[config.mk]
export PLATFORM = sky130hd
export DESIGN_NAME = icgtn_multi_ctrl
export DESIGN_NICKNAME = d
export VERILOG_FILES = /design/src/rtl/icgtn_multi_ctrl.sv
export SDC_FILE = /design/constraint.sdc
export NUM_CORES = 1
export LEC_CHECK = 0
export ABC_AREA = 1
export CORE_MARGIN = 3
export CORE_UTILIZATION = 54
export DETAILED_ROUTE_END_ITERATION = 8
export MAX_ROUTING_LAYER = met4
export PLACE_DENSITY = 0.77
export SYNTH_ARGS = -nofsm -noshare
export SYNTH_HDL_FRONTEND = slang
export SYNTH_SLANG_ARGS = --single-unit
export TNS_END_PERCENT = 5
[constraint.sdc]
create_clock -name CLK -period 1.55 [get_ports CLK]
set_input_delay 0.31 -clock CLK [delete_from_list [all_inputs] [get_ports CLK]]
set_output_delay 0.31 -clock CLK [all_outputs]
set_load 0.02 [all_outputs]
[src/rtl/icgtn_multi_ctrl.sv]
// rtl/icgtn_multi_ctrl.sv - NCH-channel negative-edge clock gate with wake handshake and idle auto-gate
module icgtn_multi_ctrl #(
   parameter int NCH      = 4,
   parameter int IDLE_W   = 8,
   parameter int WAKE_CYC = 2
) (
   input  logic              CLK,
   input  logic              RN,
   input  logic              TE,
   input  logic [NCH-1:0]    REQ,
   input  logic [NCH-1:0]    BUSY,
   input  logic [IDLE_W-1:0] IDLE_LIMIT,
   output logic [NCH-1:0]    ACK,
   output logic [NCH-1:0]    GATE_ON,
   output logic [NCH-1:0]    GCLKN
);

   typedef enum logic [1:0] {ST_OFF, ST_WAKE, ST_ON, ST_IDLE} state_t;

   localparam logic [3:0]        WAKE_LD  = 4'(WAKE_CYC);
   localparam logic [3:0]        WAKE_ONE = 4'd1;
   localparam logic [IDLE_W-1:0] IDLE_ONE = IDLE_W'(1);

   state_t            state    [NCH];
   state_t            state_nx [NCH];
   logic [3:0]        wake_cnt [NCH];
   logic [3:0]        wake_nx  [NCH];
   logic [IDLE_W-1:0] idle_cnt [NCH];
   logic [IDLE_W-1:0] idle_nx  [NCH];
   logic [NCH-1:0]    en_nx;
   logic [NCH-1:0]    gate_on;
   logic [NCH-1:0]    ack;
   logic [NCH-1:0]    latched;

   always_ff @(posedge CLK or negedge RN) begin
      if (!RN) begin
         for (int i = 0; i < NCH; i++) begin
            state[i]    <= ST_OFF;
            wake_cnt[i] <= '0;
            idle_cnt[i] <= '0;
         end
         gate_on <= '0;
      end else begin
         for (int i = 0; i < NCH; i++) begin
            state[i]    <= state_nx[i];
            wake_cnt[i] <= wake_nx[i];
            idle_cnt[i] <= idle_nx[i];
         end
         gate_on <= en_nx;
      end
   end

   always_comb begin
      en_nx = '0;
      ack   = '0;
      for (int i = 0; i < NCH; i++) begin
         state_nx[i] = state[i];
         wake_nx[i]  = wake_cnt[i];
         idle_nx[i]  = idle_cnt[i];
         case (state[i])
            ST_OFF: begin
               if (REQ[i]) begin
                  state_nx[i] = ST_WAKE;
                  wake_nx[i]  = WAKE_LD;
               end
            end
            ST_WAKE: begin
               // A dropped request abandons the wake and falls into the idle countdown.
               if (!REQ[i]) begin
                  wake_nx[i]  = '0;
                  state_nx[i] = (IDLE_LIMIT == '0) ? ST_OFF : ST_IDLE;
                  idle_nx[i]  = IDLE_LIMIT;
               end else if (wake_cnt[i] <= WAKE_ONE) begin
                  wake_nx[i]  = '0;
                  state_nx[i] = ST_ON;
               end else begin
                  wake_nx[i]  = wake_cnt[i] - WAKE_ONE;
               end
            end
            ST_ON: begin
               if (!REQ[i] && !BUSY[i]) begin
                  state_nx[i] = (IDLE_LIMIT == '0) ? ST_OFF : ST_IDLE;
                  idle_nx[i]  = IDLE_LIMIT;
               end
            end
            ST_IDLE: begin
               if (REQ[i]) begin
                  state_nx[i] = ST_ON;
                  idle_nx[i]  = '0;
               end else if (BUSY[i]) begin
                  idle_nx[i]  = IDLE_LIMIT;
               end else if (idle_cnt[i] <= IDLE_ONE) begin
                  state_nx[i] = ST_OFF;
                  idle_nx[i]  = '0;
               end else begin
                  idle_nx[i]  = idle_cnt[i] - IDLE_ONE;
               end
            end
            default: begin
               state_nx[i] = ST_OFF;
               wake_nx[i]  = '0;
               idle_nx[i]  = '0;
            end
         endcase
         en_nx[i] = (state_nx[i] != ST_OFF);
         ack[i]   = (state[i] == ST_ON);
      end
   end

   // Latch is open while CLK is high so GCLKN's low phase always sees a settled enable;
   // reset also opens it so a stale enable is dropped without waiting for an edge.
   always_latch begin
      if (!RN || CLK)
         latched = {NCH{TE}} | (gate_on & {NCH{RN}});
   end

   assign GCLKN   = {NCH{CLK}} | ~latched;
   assign GATE_ON = gate_on;
   assign ACK     = ack;

endmodule

==> results.md <==
* Fraction of layout cells with a size suffix above 1 at 23.0%
* Violated checks: setup timing
* Reg2reg end: GATE_ON[1]
* Leak at 3.05 nW
* Average cell area after synthesis at 6.56 um^2
* Final hold vios at 0
* Clock skew at 0.431 ns
* WL/cell at 14.2 um
* Yosys top cell area share at 32.4%
* CTS clock-pin slew for the worst setup and hold paths at ~0.08 ns
* Number of synthesized flops with an enable pin at 0
* IO Count at 31
* Worst setup endpoint: GCLKN[2]
* Clk Latency, worst-skew pair at between 0.7 and 0.8 ns
* Crit path time final at 1.94 ns
* Vias in the first global route at about 5200
* Antenna Cells at 0
* GRT Resource Usage Total at 30.0%
* Die ar. at 9720 um^2
* Row cnt at 33
* Setup ws final at -0.389 ns
* Worst setup path class: latch -> out
* Drt total wl at 13400 um
* Routed vias/inst at 5.44
* Core ar. at 8260 um^2
* DR vias at about 5000
* Power, Total at between 10 and 15 mW
* Largest net degree at the start of global routing at 33
* Syn_nets at 741
* Antenna viol nets, final at 0
* Reg2reg path depth at 11
* Flops & latches, synth at 64
* Max-Slew Margin vs Limit at 71.5%
* Die W at 98.6 um
* WP buf/inv at 1
* Fin. max-slew vios at 0
* VDD IR max at 1190 uV
* Synth area leaders: dfrtp_1 32%, nand2_1 15%, nor2_1 9.8%, inv_1 7.8%, nand3_1 5.7%
* I/O Buffers at 30
* Crit path launch type: latch
* # fillers at about 640
* Initial Utilization at 56.1%
* CTS tree: done
* Total grt overflow at 0
* Max incr delay on CP at 0.33 ns
* Ys flop type: dfrtp_1
* Yosys warning count at 0
* Place WS at -0.344 ns
* Worst path depth at 3
* RSZ-0062 raised after global routing: true
* First-pass DRT Iterations at 7
* Slew @ Worst Pin at about 0.43 ns
* Area leader, netlist: dfrtp_1
* Pwr dens at slightly above 2000 nW/um^2
* Worst EP arrival at around 1.6 ns
* P&R area growth vs syn at 32.5%
* First DRT Iteration DRCs at 310
* Global-route wire length before repair at between 20000 and 25000 um
* Max-cap violations at 0
* Final setup vio count at 14
* Fraction of registers with async set/reset at 93.8%
* Die height at 98.6 um
* Critical path's top delay family: latches
* Max Freq at 516 MHz
* Crit path cell chain: dlxtp_1 > nand2_2 > buf_6
* Final period util at 125%
* Critical path's slowest cell: dlxtp_1
* GPL Wtd Cong at ~0.96
* Reg2reg start: idle_cnt[17]
* Critical Path Sink Type: primary output
* FF-to-FF setup slack at -0.12 ns
* Min-delay worst type: in -> async
* Hpwl dp at ~9400 um
* Req. time, crit path at about 1.2 ns
* Syn Std Cell Area at 4630 um^2
* # DRC at 0
* Critical Path Fanout Max at 1
* Post-synth cell types at 33
* Antenna violations before repair at 0
* Nets at slightly below 900
* Cells after Synth at 706
* CP Launch Point: latched[2]
* Outcome: finished, violations left
cells in the mapped netlist (2+ instances only):
| cell | number |
|---|---|
| buf_4 | 2 |
| nor2_1 | 121 |
| dfrtp_1 | 60 |
| o211ai_1 | 2 |
| nor2_2 | 9 |
| nor2_4 | 3 |
| ha_1 | 16 |
| o21ai_2 | 3 |
| nor3_1 | 4 |
| o21bai_4 | 3 |
| o21bai_1 | 3 |
| a22oi_1 | 11 |
| nand2_1 | 182 |
| buf_6 | 5 |
| o22ai_1 | 3 |
| o21ai_0 | 34 |
| xnor2_1 | 7 |
| a21oi_2 | 3 |
| xor2_1 | 2 |
| buf_2 | 6 |
| inv_1 | 96 |
| nand3_1 | 53 |
| inv_2 | 3 |
| nand2_2 | 5 |
| nand4_1 | 5 |
| a21oi_1 | 52 |
| dlxtp_1 | 4 |
| o21a_1 | 4 |
registers in the layout, summed over array words and instances, names as in the netlist:
register,flops
latched,4
idle_cnt,32
GATE_ON,4
state,8
wake_cnt,16
layout by cell type, fill, tap and decap left out, types with 5 or more instances in the layout:
cell type,instances
nor2_1,111
xnor2_1,7
clkdlybuf4s50_1,16
inv_1,84
a22oi_1,10
nand2_1,176
nor2_2,16
o21ai_0,30
o21ai_1,5
nand2_2,11
nand4_1,5
buf_4,79
nand3_1,49
nor2_4,6
a21oi_1,52
dfrtp_1,58
inv_2,18
ha_1,12
clkbuf_8,11
buf_6,10
where the power goes:
group	internal, mW	total [mW]	switching (mW)
registers	2.35	3.09	0.748
clock network	2.05	3.29	1.25
logic	2.56	6.13	3.57
total	6.95	12.5	5.57
layer usage:
metal	global-route usage [%]	part of all wire [%]
met4	19.0	4.8
met1	32.8	39
met3	6.30	6.0
met5	-	0
met2	49.7	51
cell type report:
| class | count | area, um^2 | share of cell area (%) |
|---|---|---|---|
| Clock buffer | 29 | 394 | 6.42 |
| Clock inverter | 11 | 121 | 1.98 |
| Inverter | 99 | 372 | 6.06 |
| Multi-Input combinational cell | 529 | 2710 | 44.1 |
| Sequential cell | 64 | 1560 | 25.5 |
| Tap cell | 105 | 131 | 2.14 |
| Timing Repair Buffer | 103 | 847 | 13.8 |
cell families (layout without fill, tap and decap cells):
group	Yosys count	count (layout)	synth area share, %
AND/OR/NAND/NOR	385	385	34.5
AO/OA/AOI/OAI	119	119	15.4
buffers and inverters	113	242	10.3
flip-flops	60	60	32.4
adder cells (fa/ha/maj)	16	16	4.32
XOR/XNOR	9	9	1.70
latches	4	4	1.30
worst min-delay path, delay by kind of cell:
family | cells | cell delay, ns
buffers and inverters | 3 | 0.74
metrics by stage:
step | area (um^2) | TNS, ns | hold WS, ns | util [%] | cells
floorplan | 4630 | 0 | 0.0144 | - | 706
global placement | 5540 | -9.21 | 0.347 | 67.1 | 904
detailed placement | 5540 | -11.00 | 0.350 | 67.1 | 904
CTS | 6060 | -2.02 | 0.365 | 73.4 | 940
global route | 6130 | -3.77 | 0.0189 | 74.3 | 940
finish | 6130 | -1.79 | 0.00571 | 74.3 | 940
worst min-delay path by stage:
stage / startpoint / end / slack [ns] / cells past startpoint
2_1_floorplan: RN / GATE_ON[0] / 0.01 / 0
3_3_place_gp: RN / GATE_ON[1] / 0.35 / 2
3_5_place_dp: RN / GATE_ON[1] / 0.35 / 2
4_1_cts: RN / idle_cnt[25] / 0.36 / 3
5_1_grt: RN / idle_cnt[25] / 0.02 / 3
6_report: RN / idle_cnt[26] / 0.006 / 3
what timing repair did:
item                                    in CTS  in global routing
endpoints found under the setup margin      28                 49
resized for setup                           85                 37
hold buffers                                 1                  0
pin swaps                                    4                  8
buffers inserted                             7                  0
hold endpoints to repair                    59                  0
Note: power is estimated with default switching activity, not from simulation.
